### config.mk
export PLATFORM = sky130hd
export DESIGN_NAME = nibble_serial_adder_ctrl_flat
export DESIGN_NICKNAME = d
export VERILOG_FILES = /design/src/rtl/nibble_serial_adder_ctrl_if.sv /design/src/rtl/nibble_serial_adder_ctrl.sv /design/src/flat_wrapper.sv
export SDC_FILE = /design/constraint.sdc
export NUM_CORES = 1
export LEC_CHECK = 0
export CORE_MARGIN = 5
export CORE_UTILIZATION = 35
export DETAILED_ROUTE_END_ITERATION = 7
export PLACE_DENSITY = 0.61
export REMOVE_ABC_BUFFERS = 1
export SLEW_MARGIN = 20
export SYNTH_ARGS = -nofsm -noshare
export SYNTH_HDL_FRONTEND = slang
export SYNTH_SLANG_ARGS = --single-unit
### constraint.sdc
create_clock -name clk -period 9.3 [get_ports clk]
set_input_delay 1.395 -clock clk [delete_from_list [all_inputs] [get_ports clk]]
set_output_delay 1.395 -clock clk [all_outputs]
set_load 0.03 [all_outputs]
### src/rtl/nibble_serial_adder_ctrl_if.sv
// Operand/result bundle between the operand registers, the nibble-serial adder and the display.
// The master drives operands and start; the slave (the adder) returns status and result.
interface nibble_serial_adder_ctrl_if #(
    parameter int WIDTH = 16
);
    logic             start;
    logic             sub;
    logic [WIDTH-1:0] a;
    logic [WIDTH-1:0] b;
    logic             cin;
    logic             busy;
    logic             done;
    logic [WIDTH-1:0] sum;
    logic             cout;
    logic             v;

    modport master (
        output start, sub, a, b, cin,
        input  busy, done, sum, cout, v
    );

    modport slave (
        input  start, sub, a, b, cin,
        output busy, done, sum, cout, v
    );
endinterface

### src/rtl/nibble_serial_adder_ctrl.sv
// Nibble-serial add/subtract sequencer: one 4-bit carry-select slice reused WIDTH/4 times,
// LSB nibble first, with start/busy/done handshake and carry/overflow flags at completion.
module nibble_serial_adder_ctrl #(
    parameter int WIDTH = 16
) (
    input  logic                       clk,
    input  logic                       reset,
    nibble_serial_adder_ctrl_if.slave  bus
);
    localparam int NIB  = WIDTH / 4;
    localparam int IDXW = (NIB > 1) ? $clog2(NIB) : 1;
    localparam logic [IDXW-1:0] IDX_LAST = IDXW'(NIB - 1);

    typedef enum logic [1:0] {
        IDLE = 2'd0,
        RUN  = 2'd1,
        DONE = 2'd2
    } state_t;

    // Result layout: [5] carry into bit 3, [4] carry out, [3:0] nibble sum.
    // Low two bits ripple; the high pair is precomputed for both carries and selected.
    function automatic logic [5:0] nib_csa(
        input logic [3:0] x,
        input logic [3:0] y,
        input logic       c0
    );
        logic       c1;
        logic       c2;
        logic       c3_0;
        logic       c3_1;
        logic       c4_0;
        logic       c4_1;
        logic [1:0] lo;
        logic [1:0] hi0;
        logic [1:0] hi1;
        lo[0]  = x[0] ^ y[0] ^ c0;
        c1     = (x[0] & y[0]) | (c0 & (x[0] ^ y[0]));
        lo[1]  = x[1] ^ y[1] ^ c1;
        c2     = (x[1] & y[1]) | (c1 & (x[1] ^ y[1]));
        hi0[0] = x[2] ^ y[2];
        c3_0   = x[2] & y[2];
        hi0[1] = x[3] ^ y[3] ^ c3_0;
        c4_0   = (x[3] & y[3]) | (c3_0 & (x[3] ^ y[3]));
        hi1[0] = ~(x[2] ^ y[2]);
        c3_1   = x[2] | y[2];
        hi1[1] = x[3] ^ y[3] ^ c3_1;
        c4_1   = (x[3] & y[3]) | (c3_1 & (x[3] ^ y[3]));
        return c2 ? {c3_1, c4_1, hi1, lo} : {c3_0, c4_0, hi0, lo};
    endfunction

    state_t             state_r;
    state_t             state_next_s;
    logic               accept_s;
    logic               last_s;
    logic [IDXW-1:0]    idx_r;
    logic [WIDTH-1:0]   a_r;
    logic [WIDTH-1:0]   b_r;
    logic               carry_r;
    logic [WIDTH-1:0]   shadow_r;
    logic [WIDTH-1:0]   shadow_next_s;
    logic [3:0]         nib_a_s;
    logic [3:0]         nib_b_s;
    logic [5:0]         nib_res_s;
    logic [WIDTH-1:0]   sum_r;
    logic               cout_r;
    logic               v_r;
    logic               busy_r;
    logic               done_r;

    // State register.
    always_ff @(posedge clk) begin
        if (reset) begin
            state_r <= IDLE;
        end else begin
            state_r <= state_next_s;
        end
    end

    // Next-state decode; start is only honoured outside RUN.
    always_comb begin
        state_next_s = state_r;
        accept_s     = 1'b0;
        last_s       = 1'b0;
        case (state_r)
            IDLE, DONE: begin
                if (bus.start) begin
                    accept_s     = 1'b1;
                    state_next_s = RUN;
                end else begin
                    state_next_s = IDLE;
                end
            end
            RUN: begin
                if (idx_r == IDX_LAST) begin
                    last_s       = 1'b1;
                    state_next_s = DONE;
                end else begin
                    state_next_s = RUN;
                end
            end
            default: begin
                state_next_s = IDLE;
            end
        endcase
    end

    // Nibble select, slice add and shadow-result merge for the current step.
    always_comb begin
        nib_a_s       = 4'h0;
        nib_b_s       = 4'h0;
        shadow_next_s = shadow_r;
        for (int n = 0; n < NIB; n++) begin
            nib_a_s = (idx_r == IDXW'(n)) ? a_r[4*n +: 4] : nib_a_s;
            nib_b_s = (idx_r == IDXW'(n)) ? b_r[4*n +: 4] : nib_b_s;
        end
        nib_res_s = nib_csa(nib_a_s, nib_b_s, carry_r);
        for (int n = 0; n < NIB; n++) begin
            shadow_next_s[4*n +: 4] = (idx_r == IDXW'(n)) ? nib_res_s[3:0] : shadow_r[4*n +: 4];
        end
    end

    // Operand capture, per-step carry/shadow update, and result publish on the last step.
    always_ff @(posedge clk) begin
        if (reset) begin
            idx_r    <= {IDXW{1'b0}};
            a_r      <= {WIDTH{1'b0}};
            b_r      <= {WIDTH{1'b0}};
            carry_r  <= 1'b0;
            shadow_r <= {WIDTH{1'b0}};
            sum_r    <= {WIDTH{1'b0}};
            cout_r   <= 1'b0;
            v_r      <= 1'b0;
        end else if (accept_s) begin
            idx_r   <= {IDXW{1'b0}};
            a_r     <= bus.a;
            b_r     <= bus.sub ? ~bus.b : bus.b;
            carry_r <= bus.sub ? 1'b1 : bus.cin;
        end else if (state_r == RUN) begin
            idx_r    <= idx_r + IDXW'(1);
            carry_r  <= nib_res_s[4];
            shadow_r <= shadow_next_s;
            if (last_s) begin
                sum_r  <= shadow_next_s;
                cout_r <= nib_res_s[4];
                v_r    <= nib_res_s[5] ^ nib_res_s[4];
            end else begin
                sum_r  <= sum_r;
                cout_r <= cout_r;
                v_r    <= v_r;
            end
        end else begin
            idx_r <= idx_r;
        end
    end

    // Status flags registered from the next state so they line up with the state register.
    always_ff @(posedge clk) begin
        if (reset) begin
            busy_r <= 1'b0;
            done_r <= 1'b0;
        end else begin
            busy_r <= (state_next_s == RUN);
            done_r <= (state_next_s == DONE);
        end
    end

    assign bus.busy = busy_r;
    assign bus.done = done_r;
    assign bus.sum  = sum_r;
    assign bus.cout = cout_r;
    assign bus.v    = v_r;

endmodule

### src/flat_wrapper.sv
// flat-port wrapper written by rule: the top's interface ports become plain ports
module nibble_serial_adder_ctrl_flat 
#(
    parameter int WIDTH = 16
)
  (clk, reset, bus_start, bus_sub, bus_a, bus_b, bus_cin, bus_busy, bus_done, bus_sum, bus_cout, bus_v);
  nibble_serial_adder_ctrl_if #(.WIDTH(WIDTH)) bus_i ();
  input  logic clk;
  input  logic reset;
  input wire logic [$bits(bus_i.start)-1:0] bus_start;
  input wire logic [$bits(bus_i.sub)-1:0] bus_sub;
  input wire logic [$bits(bus_i.a)-1:0] bus_a;
  input wire logic [$bits(bus_i.b)-1:0] bus_b;
  input wire logic [$bits(bus_i.cin)-1:0] bus_cin;
  output wire logic [$bits(bus_i.busy)-1:0] bus_busy;
  output wire logic [$bits(bus_i.done)-1:0] bus_done;
  output wire logic [$bits(bus_i.sum)-1:0] bus_sum;
  output wire logic [$bits(bus_i.cout)-1:0] bus_cout;
  output wire logic [$bits(bus_i.v)-1:0] bus_v;
  assign bus_i.start = bus_start;
  assign bus_i.sub = bus_sub;
  assign bus_i.a = bus_a;
  assign bus_i.b = bus_b;
  assign bus_i.cin = bus_cin;
  assign bus_busy = bus_i.busy;
  assign bus_done = bus_i.done;
  assign bus_sum = bus_i.sum;
  assign bus_cout = bus_i.cout;
  assign bus_v = bus_i.v;
  nibble_serial_adder_ctrl #(.WIDTH(WIDTH)) u_core (.clk(clk), .reset(reset), .bus(bus_i));
endmodule
==> flow_summary.html <==
<table>
<tr><th>Metric</th><th>Value</th></tr>
<tr><th colspan="2">Detailed routing</th></tr>
<tr><td>DR iter-0 viols</td><td>65</td></tr>
<tr><td>Routed length per instance</td><td>around 13 um</td></tr>
<tr><td>Routed wire length</td><td>6440 um</td></tr>
<tr><td>Count of nets left with antenna violations after detail routing</td><td>0</td></tr>
<tr><td>Total iterations of the first detailed-routing run</td><td>4</td></tr>
<tr><td>Total number of vias</td><td>between 2k and 2.5k</td></tr>
<tr><td>Number of DRC violations after detailed routing</td><td>0</td></tr>
<tr><td>Vias per inst</td><td>between 4 and 5</td></tr>
<tr><th colspan="2">Floorplanning</th></tr>
<tr><td>Top-Level Pins</td><td>57</td></tr>
<tr><td>Die Wd</td><td>about 100 um</td></tr>
<tr><td>Initial Util</td><td>0.356</td></tr>
<tr><td>Die height</td><td>103 um</td></tr>
<tr><td>DIE AREA</td><td>0.0107 mm^2</td></tr>
<tr><td>Row count</td><td>34</td></tr>
<tr><td>Area inside the core boundary</td><td>0.00859 mm^2</td></tr>
<tr><th colspan="2">Finish</th></tr>
<tr><td>Area of the multi-input gates</td><td>0.00148 mm^2</td></tr>
<tr><td>Number of filler cells placed in the layout</td><td>865</td></tr>
<tr><td>Post-layout instance area</td><td>0.00380 mm^2</td></tr>
<tr><td>Nets@finish</td><td>approximately 440</td></tr>
<tr><td>Post-layout utilization of the core</td><td>0.443</td></tr>
<tr><td>Growth of design area from synthesis to finish</td><td>24.5%</td></tr>
<tr><td>Fraction of layout instances using a drive strength above 1</td><td>0.0736</td></tr>
<tr><td>Finished Layout Cells</td><td>roughly 500</td></tr>
<tr><td>Total area of sequential cells</td><td>0.00138 mm^2</td></tr>
<tr><td>Total inserted antenna cells</td><td>0</td></tr>
<tr><th colspan="2">STA</th></tr>
<tr><td>Peak Freq</td><td>between 0.2 and 0.25 GHz</td></tr>
<tr><td>Number of pins exceeding their max-slew limit in the final report</td><td>0</td></tr>
<tr><td>Setup repair after global routing missed its margin</td><td>no</td></tr>
<tr><td>Endpoints failing setup</td><td>0</td></tr>
<tr><td>Worst Tran Pin Value</td><td>0.964 ns</td></tr>
<tr><td>Clock Skews</td><td>0.0123 ns</td></tr>
<tr><td>Setup TNS after final layout</td><td>0 ns</td></tr>
<tr><td>Minimum clock period after layout</td><td>4.03 ns</td></tr>
<tr><td>Tightest slew margin relative to the limit</td><td>0.356</td></tr>
<tr><td>Share of the clock period used by the worst path</td><td>0.433</td></tr>
<tr><td>Number of hold violations in the final report</td><td>0</td></tr>
<tr><th colspan="2">Clock tree</th></tr>
<tr><td>Number of buffers added by the clock tree synthesis step</td><td>9</td></tr>
<tr><td>Clock tree from TritonCTS</td><td>done</td></tr>
<tr><td>PostCTS Resize Cnt</td><td>0</td></tr>
<tr><td>Setup bufs post-CTS</td><td>0</td></tr>
<tr><td>Clock latency of the later-clocked register in the worst-skew pair</td><td>around 0.34 ns</td></tr>
<tr><td>Clock sink count</td><td>slightly below 70</td></tr>
<tr><td>Hold Buf Count CTS</td><td>0</td></tr>
<tr><td>Clock Pin Slew Worst Setup and Hold Paths</td><td>about 0.08 ns</td></tr>
<tr><td>Maximum count of clock buffers along a single path</td><td>2</td></tr>
<tr><td>Clock root buffer master</td><td>clkbuf_8</td></tr>
<tr><td>H-tree levels</td><td>3</td></tr>
<tr><th colspan="2">Power and ir drop</th></tr>
<tr><td>Fraction of power consumed by sequential logic</td><td>0.484</td></tr>
<tr><td>Internal Pwr Total</td><td>480 uW</td></tr>
<tr><td>Leakage power of the design</td><td>approximately 0.0014 uW</td></tr>
<tr><td>Fraction of power consumed by combinational cells</td><td>0.153</td></tr>
<tr><td>Power per unit of standard cell area</td><td>172 mW/mm^2</td></tr>
<tr><td>Switching part of the total power</td><td>0.269</td></tr>
<tr><td>Maximum vdd ir drop</td><td>just under 0.08 mV</td></tr>
<tr><td>Clock network fraction of total power</td><td>0.363</td></tr>
<tr><td>Switching power</td><td>~180 uW</td></tr>
<tr><th colspan="2">Worst setup path</th></tr>
<tr><td>Largest fanout on the critical path</td><td>20</td></tr>
<tr><td>Arrival time of data at the critical path endpoint</td><td>4.24 ns</td></tr>
<tr><td>Endpoint type of the worst setup path</td><td>flip-flop</td></tr>
<tr><td>Crit Path Category</td><td>flip-flop to flip-flop</td></tr>
<tr><td>Required time of the critical path</td><td>roughly 9.5 ns</td></tr>
<tr><td>Reg2Reg Launch Point</td><td>u_core.idx_r[1]</td></tr>
<tr><td>Startpoint Class</td><td>flip-flop</td></tr>
<tr><td>Startpoint of the most critical setup path</td><td>u_core.idx_r[1]</td></tr>
<tr><th colspan="2">Placement</th></tr>
<tr><td>GP Congestion</td><td>between 0.7 and 0.8</td></tr>
<tr><td>Count of port buffers added during placement</td><td>56</td></tr>
<tr><td>Placed inst area</td><td>~0.0036 mm^2</td></tr>
<tr><td>HPWL after DPL</td><td>about 4400 um</td></tr>
<tr><td>Number of placed instances, taps included</td><td>486</td></tr>
<tr><th colspan="2">Outcome</th></tr>
<tr><td>Result of the run</td><td>complete, no violations</td></tr>
<tr><th colspan="2">Yosys</th></tr>
<tr><td>Post-synthesis sequential area ratio</td><td>0.452</td></tr>
<tr><td>Asr flop ratio synth</td><td>0</td></tr>
<tr><td>Count of synthesis-stage warnings from yosys</td><td>0</td></tr>
<tr><td>Distinct cell type count after synthesis</td><td>33</td></tr>
<tr><td>Dominant register cell in the synthesized netlist</td><td>dfxtp_1</td></tr>
<tr><td>Mean instance size in the synthesized netlist</td><td>8.66 um^2</td></tr>
<tr><td>Number of enable-type register cells in the synthesized netlist</td><td>0</td></tr>
<tr><td>Summed instance area of the synthesized netlist</td><td>a little over 0.003 mm^2</td></tr>
<tr><td>Number of cells produced by synthesis</td><td>roughly 350</td></tr>
<tr><td>Post-synthesis register bit count</td><td>roughly 70</td></tr>
<tr><th colspan="2">GRT</th></tr>
<tr><td>First-pass GRT wire length</td><td>10700 um</td></tr>
<tr><td>Pin count of the biggest net entering global routing</td><td>53</td></tr>
<tr><td>Total routing usage reported by global routing</td><td>0.129</td></tr>
<tr><td>Total congestion overflow</td><td>0</td></tr>
<tr><td>Initial antenna violation count</td><td>0</td></tr>
<tr><td>Number of global-route vias before repair</td><td>~2.3k</td></tr>
<tr><th colspan="2">Job</th></tr>
<tr><td>Max-cap viol count</td><td>0</td></tr>
<tr><th colspan="2">Worst hold path</th></tr>
<tr><td>Hold Crit Class</td><td>flip-flop to flip-flop</td></tr>
<tr><td>Min-Delay Startpoint</td><td>u_core.bus.sum[13]</td></tr>
</table>
[worst max-delay path, stage by stage, from the launching register on]
cell and delay (ns):
dfxtp_1 0.36, inv_1 0.08, ha_1 0.44, nor2b_1 0.60
a221oi_1 0.16, o31ai_1 0.38, fa_1 0.23, inv_1 0.05
fa_1 0.41, mux2i_1 0.30, fa_1 0.59, mux2i_1 0.22
o21ai_2 0.06
[layout make-up]
class,count,share of cell area
clock buffer,13,0.0470
clock inverter,3,0.00460
inverter,10,0.00987
multi-input combinational,241,0.390
sequential,69,0.363
tap,108,0.0355
timing repair buffer,58,0.150
[cells in the final DEF, fill, tap and decap left out, types with 2 or more instances in the layout]
master / count
a311oi_1: 3
nand3_1: 10
nor2_1: 17
dfxtp_1: 69
buf_4: 2
clkbuf_8: 13
clkdlybuf4s50_1: 55
a22o_1: 4
inv_1: 9
nand2b_1: 2
a21oi_1: 37
ha_1: 6
mux2i_1: 11
o21ai_2: 7
a211oi_1: 17
nor3_1: 5
nor2b_1: 7
clkinv_2: 2
xnor2_1: 18
fa_1: 3
o31ai_1: 4
a221oi_1: 6
o21ai_0: 9
nand2_1: 66
a221o_1: 2
[synth_stat cells (4+ instances only)]
| cell type | n | share of area |
|---|---|---|
| dfxtp_1 | 69 | 0.45 |
| nand2_1 | 66 | 0.081 |
| a21oi_1 | 37 | 0.061 |
| xnor2_1 | 18 | 0.052 |
| a211oi_1 | 17 | 0.042 |
| clkbuf_1 | 17 | 0.021 |
| nor2_1 | 17 | 0.021 |
| mux2i_1 | 11 | 0.036 |
| nand3_1 | 10 | 0.016 |
| inv_1 | 9 | 0.011 |
| o21ai_0 | 9 | 0.015 |
| buf_2 | 8 | 0.013 |
| nor2b_1 | 8 | 0.016 |
| o21ai_2 | 7 | 0.020 |
| a221oi_1 | 6 | 0.017 |
| ha_1 | 6 | 0.025 |
| nor3_1 | 5 | 0.0082 |
| a22o_1 | 4 | 0.011 |
| buf_1 | 4 | 0.0049 |
| o31ai_1 | 4 | 0.0098 |
[worst paths after layout]
kind / to / slack (ns) / cells past startpoint
setup / recovery: u_core.bus.sum[11] / 5.27 / 12
hold / removal: u_core.bus.sum[13] / 0.45 / 2
setup reg to reg: u_core.bus.sum[11] / 5.27 / 12
hold reg to reg: u_core.bus.sum[13] / 0.45 / 2
[sequential cells by signal, indices dropped and copies added, names as in the netlist]
signal / count
u_core.a_r: 16
u_core.b_r: 16
u_core.bus.busy: 1
u_core.bus.cout: 1
u_core.bus.done: 1
u_core.bus.sum: 16
u_core.bus.v: 1
u_core.carry_r: 1
u_core.idx_r: 2
u_core.shadow_r: 12
u_core.state_r: 2
[through the flow]
step / hold slack (ns) / power (uW) / setup WS (ns)
2_1_floorplan: 0.430 / 385 / 5.85
3_3_place_gp: 0.434 / 425 / 5.37
3_5_place_dp: 0.445 / 426 / 5.17
4_1_cts: 0.456 / 661 / 5.20
5_1_grt: 0.474 / 686 / 4.94
6_report: 0.452 / 656 / 5.27
[power by group through the flow]
stage	clock network [uW]	logic, uW	registers (uW)
CTS	242	102	318
detailed placement	0	102	324
finish	238	100	318
global route	254	112	319
global placement	0	100	324
floorplan	0	62.6	323
[cells by family after synthesis]
group                    share of synthesized area
multiplexers                                0.0360
AND/OR/NAND/NOR                              0.154
buffers and inverters                       0.0647
flip-flops                                   0.452
XOR/XNOR                                    0.0545
adder cells (fa/ha/maj)                     0.0442
AO/OA/AOI/OAI                                0.195
[per-layer routing]
metal	vias up	share of wire	track usage
met1	1103	0.49	0.164
li1	1276	-	-
met3	6	0.050	0.0416
met5	-	0	0
met2	43	0.45	0.203
met4	0	0.013	0.0478
Note: power is estimated with default switching activity, not from simulation.
